==> config.mk <==
export PLATFORM = sky130hd
export DESIGN_NAME = arbiter0_flat
export DESIGN_NICKNAME = d
export VERILOG_FILES = /design/src/rtl/arbiter0_if.sv /design/src/rtl/arbiter0.sv /design/src/flat_wrapper.sv
export SDC_FILE = /design/constraint.sdc
export NUM_CORES = 1
export LEC_CHECK = 0
export ABC_AREA = 1
export BUFFER_PORTS_ARGS = -buffer_cell sky130_fd_sc_hd__buf_2
export CAP_MARGIN = 20
export CORE_MARGIN = 2
export CORE_UTILIZATION = 50
export DETAILED_ROUTE_END_ITERATION = 12
export GPL_TIMING_DRIVEN = 1
export PLACE_DENSITY = 0.78
export SYNTH_ARGS = -nofsm -noshare
export SYNTH_HDL_FRONTEND = slang
export SYNTH_SLANG_ARGS = --single-unit
==> constraint.sdc <==
create_clock -name clk -period 3.4 [get_ports clk]
set_input_delay 0.68 -clock clk [delete_from_list [all_inputs] [get_ports clk]]
set_output_delay 0.68 -clock clk [all_outputs]
set_load 0.01 [all_outputs]
==> src/rtl/arbiter0_if.sv <==
// Handshake bundle between two input ports and one output-port arbiter.
// The slave side is the arbiter; the master side drives requests and ready.
interface arbiter0_if;
    logic req0;
    logic req1;
    logic tail0;
    logic tail1;
    logic out_ready;
    logic g00;
    logic g01;
    logic busy;
    logic xfer;
    logic err_timeout;

    modport slave (
        input  req0, req1, tail0, tail1, out_ready,
        output g00, g01, busy, xfer, err_timeout
    );

    modport master (
        output req0, req1, tail0, tail1, out_ready,
        input  g00, g01, busy, xfer, err_timeout
    );
endinterface

==> src/rtl/arbiter0.sv <==
// Two-requester packet arbiter: round-robin on release, grant held for a
// whole packet, forced release after MAX_PKT_LEN flits without a tail.
module arbiter0 #(
    parameter int MAX_PKT_LEN = 16,
    parameter bit PRIO_INIT   = 1'b0
) (
    input logic        clk,
    input logic        rst,
    arbiter0_if.slave  bus
);
    typedef enum logic [1:0] {IDLE, GNT0, GNT1} state_t;

    localparam logic [7:0] LIMIT = 8'(MAX_PKT_LEN - 1);

    state_t     r_state;
    state_t     w_state_n;
    logic       r_prio;
    logic       w_prio_n;
    logic [7:0] r_cnt;
    logic [7:0] w_cnt_n;
    logic       r_err;
    logic       w_err_n;
    logic       w_req_g;
    logic       w_tail_g;
    logic       w_fire;
    logic       w_release;
    logic       w_timeout;
    logic       w_other;

    assign w_req_g  = (r_state == GNT0) ? bus.req0  : bus.req1;
    assign w_tail_g = (r_state == GNT0) ? bus.tail0 : bus.tail1;
    assign w_other  = (r_state == GNT0);
    assign w_fire   = (((r_state == GNT0) & bus.req0) |
                       ((r_state == GNT1) & bus.req1)) & bus.out_ready;

    always_comb begin
        w_state_n = r_state;
        w_prio_n  = r_prio;
        w_cnt_n   = r_cnt;
        w_err_n   = 1'b0;
        w_release = 1'b0;
        w_timeout = 1'b0;
        unique case (r_state)
            IDLE: begin
                w_cnt_n = 8'd0;
                if (bus.req0 && bus.req1)
                    w_state_n = r_prio ? GNT1 : GNT0;
                else if (bus.req0)
                    w_state_n = GNT0;
                else if (bus.req1)
                    w_state_n = GNT1;
            end
            GNT0, GNT1: begin
                if (!w_req_g) begin
                    w_release = 1'b1;
                end else if (w_fire && w_tail_g) begin
                    w_release = 1'b1;
                end else if (w_fire) begin
                    if (r_cnt >= LIMIT) begin
                        w_release = 1'b1;
                        w_timeout = 1'b1;
                    end else begin
                        w_cnt_n = r_cnt + 8'd1;
                    end
                end
                // Hand over to the other port directly when it is waiting
                if (w_release) begin
                    w_prio_n = w_other;
                    w_cnt_n  = 8'd0;
                    w_err_n  = w_timeout;
                    if (w_other)
                        w_state_n = bus.req1 ? GNT1 : IDLE;
                    else
                        w_state_n = bus.req0 ? GNT0 : IDLE;
                end
            end
            default: w_state_n = IDLE;
        endcase
    end

    always_ff @(posedge clk or posedge rst) begin
        if (rst) begin
            r_state <= IDLE;
            r_prio  <= PRIO_INIT;
            r_cnt   <= 8'd0;
            r_err   <= 1'b0;
        end else begin
            r_state <= w_state_n;
            r_prio  <= w_prio_n;
            r_cnt   <= w_cnt_n;
            r_err   <= w_err_n;
        end
    end

    assign bus.g00         = (r_state == GNT0);
    assign bus.g01         = (r_state == GNT1);
    assign bus.busy        = (r_state != IDLE);
    assign bus.xfer        = w_fire;
    assign bus.err_timeout = r_err;
endmodule

==> src/flat_wrapper.sv <==
// flat-port wrapper written by rule: the top's interface ports become plain ports
module arbiter0_flat 
#(
    parameter int MAX_PKT_LEN = 16,
    parameter bit PRIO_INIT   = 1'b0
)
  (clk, rst, bus_req0, bus_req1, bus_tail0, bus_tail1, bus_out_ready, bus_g00, bus_g01, bus_busy, bus_xfer, bus_err_timeout);
  arbiter0_if bus_i ();
  input logic clk;
  input logic rst;
  input wire logic [$bits(bus_i.req0)-1:0] bus_req0;
  input wire logic [$bits(bus_i.req1)-1:0] bus_req1;
  input wire logic [$bits(bus_i.tail0)-1:0] bus_tail0;
  input wire logic [$bits(bus_i.tail1)-1:0] bus_tail1;
  input wire logic [$bits(bus_i.out_ready)-1:0] bus_out_ready;
  output wire logic [$bits(bus_i.g00)-1:0] bus_g00;
  output wire logic [$bits(bus_i.g01)-1:0] bus_g01;
  output wire logic [$bits(bus_i.busy)-1:0] bus_busy;
  output wire logic [$bits(bus_i.xfer)-1:0] bus_xfer;
  output wire logic [$bits(bus_i.err_timeout)-1:0] bus_err_timeout;
  assign bus_i.req0 = bus_req0;
  assign bus_i.req1 = bus_req1;
  assign bus_i.tail0 = bus_tail0;
  assign bus_i.tail1 = bus_tail1;
  assign bus_i.out_ready = bus_out_ready;
  assign bus_g00 = bus_i.g00;
  assign bus_g01 = bus_i.g01;
  assign bus_busy = bus_i.busy;
  assign bus_xfer = bus_i.xfer;
  assign bus_err_timeout = bus_i.err_timeout;
  arbiter0 #(.MAX_PKT_LEN(MAX_PKT_LEN), .PRIO_INIT(PRIO_INIT)) u_core (.clk(clk), .rst(rst), .bus(bus_i));
endmodule
; ---- Word level (Yosys, flattened, before mapping)
; Cells that the tools add are included.
; Widths: inputs -> output; s select.
[op_classes]
reduce_logical = 9
bitwise = 4
shift = 0
mux = 26
magnitude_cmp = 1
add_sub_neg = 1
div_mod_pow = 0
n_eq_ne = 8
multipliers = 0
[op_table]
columns = operator, count
row1 = $mux 8, 5
row2 = $pmux 8 s2, 1
row3 = $mux 2, 7
row4 = $mux 1, 12
row5 = $add 8x1->8 const B, 1
row6 = $ge 8x4->1 const B, 1
row7 = $ne 3x1->1 const B, 2
row8 = $ne 3x3->1 const B, 2
row9 = $reduce_and 5->1, 1
row10 = $ne 4x3->1 const B, 1
row11 = $pmux 2 s2, 1
row12 = $reduce_and 2->1, 2
row13 = $reduce_bool 2->1, 2
row14 = $and 1x1->1, 3
row15 = $eq 2x1->1 const B, 1
row16 = $eq 2x2->1 const B, 1
row17 = $logic_and 1x1->1, 2
row18 = $logic_not 2->1, 1
row19 = $ne 2x1->1 const B, 1
row20 = $reduce_or 2->1, 1
row21 = $or 1x1->1, 1
[word_totals]
memories = 0
out_inout_bits = 5
elab_cells = 53
regBits = 12
in_bits = 7
mem_bits_rw = 0
latch_bits = 0
romBits = 0

; ---- Depth between registers and ports, before layout
[logic_depth]
ltp_word = 10
depth_mapped = 11
ltp_nobuf = 11

; ---- Least setup slack after synthesis
; OpenSTA, ideal clock, no wires.
[synth_path]
path_type = reg2out
start = register u_core.r_state[1]
end = output port bus_xfer
n_path_buf = 0
setup_slack_ns = 1.613
stages_incl_launch_ff = 5
t_arrival_ns = 1.107
cell_sequence = dfrtp_1 -> inv_1 -> ha_1 -> nand2_2 -> a21oi_4
[synth_between]
elab_chain_cells = 4
word_cells_on_any_way = 6
classes_between = eq/ne (2) / bitwise (4)
[synth_lines]
columns = item, line
row1 = "start, declared", arbiter0.sv:15  ; state_t r_state;
row2 = "start signal, assigned", arbiter0.sv:88  ; r_state <= w_state_n;
row3 = $eq 2x1->1, --
row4 = net bus_g00, flat_wrapper.sv:16  ; output wire logic [$bits(bus_i.g00)-1:0] bus_g00;
row5 = $and 1x1->1, arbiter0.sv:33  ; assign w_fire = (((r_state == GNT0) & bus.req0) |
row6 = $or 1x1->1, arbiter0.sv:33
row7 = $and 1x1->1, arbiter0.sv:34  ; ((r_state == GNT1) & bus.req1)) & bus.out_ready;
row8 = "end, declared", flat_wrapper.sv:19  ; output wire logic [$bits(bus_i.xfer)-1:0] bus_xfer;
; The timed path passes the listed nets, and every way through them passes these cells.

; ---- Final worst setup path
[layout_path]
start = register u_core.r_state[1]
end = output port bus_xfer
[layout_between]
elab_chain_cells = 4
word_cells_on_any_way = 6
classes_between = eq/ne (2) / bitwise (4)
[layout_lines]
columns = item, line
row1 = $eq 2x1->1 or $eq 2x2->1 (tied branches), "arbiter0.sv:33, arbiter0.sv:34"
row2 = "$and 1x1->1, on equally long branches", "arbiter0.sv:33, arbiter0.sv:34"
row3 = $or 1x1->1 *, arbiter0.sv:33
row4 = $and 1x1->1 *, arbiter0.sv:34
; Every way passes the cells marked *; elsewhere a longest branch is shown, timed or not.

==> flow_summary.ini <==
[run_status]
status = complete, no violations

[synthesis]
synthXorXnorAreaFrac_pct = 1.11
mappedNetlistArea_um2 = 786
synth-edff-count = 0
synth_top_family_by_area = simple AND/OR/NAND/NOR gates
ys_seq_area_share_pct = 38.2
yosys-mux-area-fraction_pct = 0
synth.area.top_cells = dfrtp_1, nand2_1, inv_1
synth-simple-area-share_pct = 34.6
yosys_most_used_dff = dfrtp_1
synth-async-reset-ratio_pct = 100
synth-seq-cells = 12
synth_nets = 117
synth_compound_area_share_pct = 7.48
synth_adder_area_share_pct = 7.96
synthDistinctLibCells = 21
syn_avg_cell_area_um2 = 7.48
yosys_warnings = 0
synth_top_area_share_pct = 38.2
synthCells = 105
synth_top_area_cell = dfrtp_1

[place]
place_congestion = 0.863
dpl.hpwl_um = 1110
io_buffers = 11

[cells_and_area]
multi_input_area_um2 = 402
n_antenna_cell = 0
fillerInstances = 130
fin_util_pct = 60.3
fin_nets = 133
drive_gt1_share_pct = 21.7
register_area_um2 = 300
syn2layout_area_growth_pct = 14.2

[routing]
routedWlPerCell_um = 10.3
drtPass1Iterations = 4
drtAntennaViolNets = 0
drtIter0Drc = 17
via_per_inst = 4.96
wl_um = 1400
drcViolationCount = 0
via_count = 674

[power_and_ir_drop]
power_density_nw_per_um2 = 693
vdd_drop_max_mv = 0.442
p_leak_nw = 0.524
total_power_w = 0.000622

[critical_path]
crit_arrival_ns = 1.55
crit_path_start_kind = flip-flop
worst_path_dominant_cell_family = flip-flops
worstPathCellList = inv_1 -> ha_1 -> nand2_2 -> a21oi_4 -> buf_2
cpMaxStageDelayCell = dfrtp_1
crit_buf_inv = 2
path_class = reg2out
max_stage_delay_ns = 0.42
cp.required_ns = 2.72
cp-end-kind = output pin
critPathMaxFanout = 7

[global_route]
antenna_found_initial = 0
grt-ovfl-total = 0
grt_pass1_vias = 578
grt_max_degree = 13
grt_pass1_wl_um = 2370
grt_usage_pct = 17.5

[floorplanning]
die_h_um = 43.6
start_util_pct = 52.8
placementRows = 14
pin_count = 12
die_area_um2 = 1900
core_um2 = 1490
die_w_um = 43.6

[sta]
max_slew.worst_pin.slew_ns = 0.439
finClkSkew_ns = 0.00841
relSlewSlack_pct = 70.7
tns_ns = 0
fin_crit_ns = 2.23
fin_crit_sh_pct = 65.5
fmax_mhz = 449
finalHoldViolations = 0
rsz0062_at_grt = false
setup_viol = 0
report.final.slew_viol_count = 0

[run]
maxCapViolCount = 0

[clock_network]
clk_pin_slew_ns = 0.09
htreeDepth = 1
hold_buffers = 0
tritoncts = done
post_cts_resized = 0
clockBufferDepth = 2
cts.sinks = 12
numCtsBuffers = 3
clock_latency_ns = 0.28
cts_root_buffer = clkbuf_4
cts_setup_buffers = 0

[worst_hold_path]
min_path_type = in2async
flip-flops by register name, indices dropped and copies added, names as in the netlist:
signal and flops:
u_core.r_prio 1, u_core.r_cnt 8, u_core.bus.err_timeout 1, u_core.r_state 2
per-layer routing:
layer,track usage (%),up-vias,routed length [um]
met2,25.6,12,623
met5,0,-,0
met1,23.5,304,694
met4,10.9,0,36
li1,-,353,-
met3,3.75,5,42
stage by stage:
stage | area, um^2 | setup WS [ns] | hold WS [ns] | std cells
2_1_floorplan | 786 | 1.61 | 0.459 | 105
3_3_place_gp | 861 | 1.52 | 0.482 | 132
3_5_place_dp | 861 | 1.49 | 0.487 | 132
4_1_cts | 897 | 1.18 | 0.409 | 136
5_1_grt | 897 | 1.12 | 0.449 | 136
6_report | 897 | 1.17 | 0.376 | 136
path summary, 6_finish.rpt:
check | from | endpoint | slack, ns | cells past startpoint
worst max-delay path | u_core.r_state[1] | bus_xfer | 1.17 | 5
worst min-delay path | rst | u_core.r_state[1] | 0.38 | 2
worst max register to register | u_core.r_state[1] | u_core.r_prio | 1.75 | 11
worst min register to register | u_core.r_cnt[6] | u_core.r_cnt[6] | 0.49 | 2
max in group asynchronous | rst | u_core.r_cnt[2] | 2.71 | 2
min in group clk | u_core.r_cnt[6] | u_core.r_cnt[6] | 0.49 | 2
area by class of cell:
class | instances | area share (%)
clock buffer | 4 | 4.04
inverter | 21 | 9.34
multi-input combinational | 72 | 44.8
sequential | 12 | 33.5
tap | 16 | 2.23
timing repair buffer | 11 | 6.14
report_power, final:
group / leakage [nW] / internal [W] / switching [W] / total [W]
logic: 0.339 / 0.000109 / 0.000209 / 0.000318
clock network: 0.0210 / 0.0000652 / 0.0000538 / 0.000119
registers: 0.164 / 0.000164 / 0.0000208 / 0.000185
total: 0.524 / 0.000338 / 0.000283 / 0.000622
kinds of logic (layout without fill, tap and decap cells):
kind of cell    count (synthesis)  after routing
compound gates                  8              8
xor+xnor                        1              1
fa+ha+maj                       5              5
buf+inv                        21             36
flops                          12             12
simple gates                   58             58
layout by cell type (no fill, tap or decap):
master / count
a21oi_1: 1
a21oi_4: 1
buf_2: 11
clkbuf_4: 3
clkbuf_8: 1
clkinv_4: 1
dfrtp_1: 12
ha_1: 5
inv_1: 19
inv_2: 1
nand2_1: 31
nand2_2: 2
nand2_4: 2
nand3_1: 7
nand4_1: 1
nand4_2: 2
nor2_1: 11
nor2_2: 1
nor4_1: 1
o21ai_1: 3
o21ai_2: 1
o22ai_1: 1
o31ai_1: 1
xor2_1: 1
synth_stat cells (2+ instances only):
library cell / instances
dfrtp_1: 12
ha_1: 5
inv_1: 19
nand2_1: 31
nand2_2: 2
nand2_4: 2
nand3_1: 7
nand4_2: 2
nor2_1: 11
o21ai_1: 3
worst register-to-register path, cell delays in order, from the launching register on:
cell and delay [ns]:
dfrtp_1 0.42, inv_1 0.09, ha_1 0.29, nand2_2 0.13
nand2_1 0.10, nand2_1 0.08, nor2_1 0.12, nor2_2 0.06
nand2_1 0.06, nand2_1 0.07, nand2_1 0.06, o21ai_1 0.05
Power figures use the tool's default switching activity.
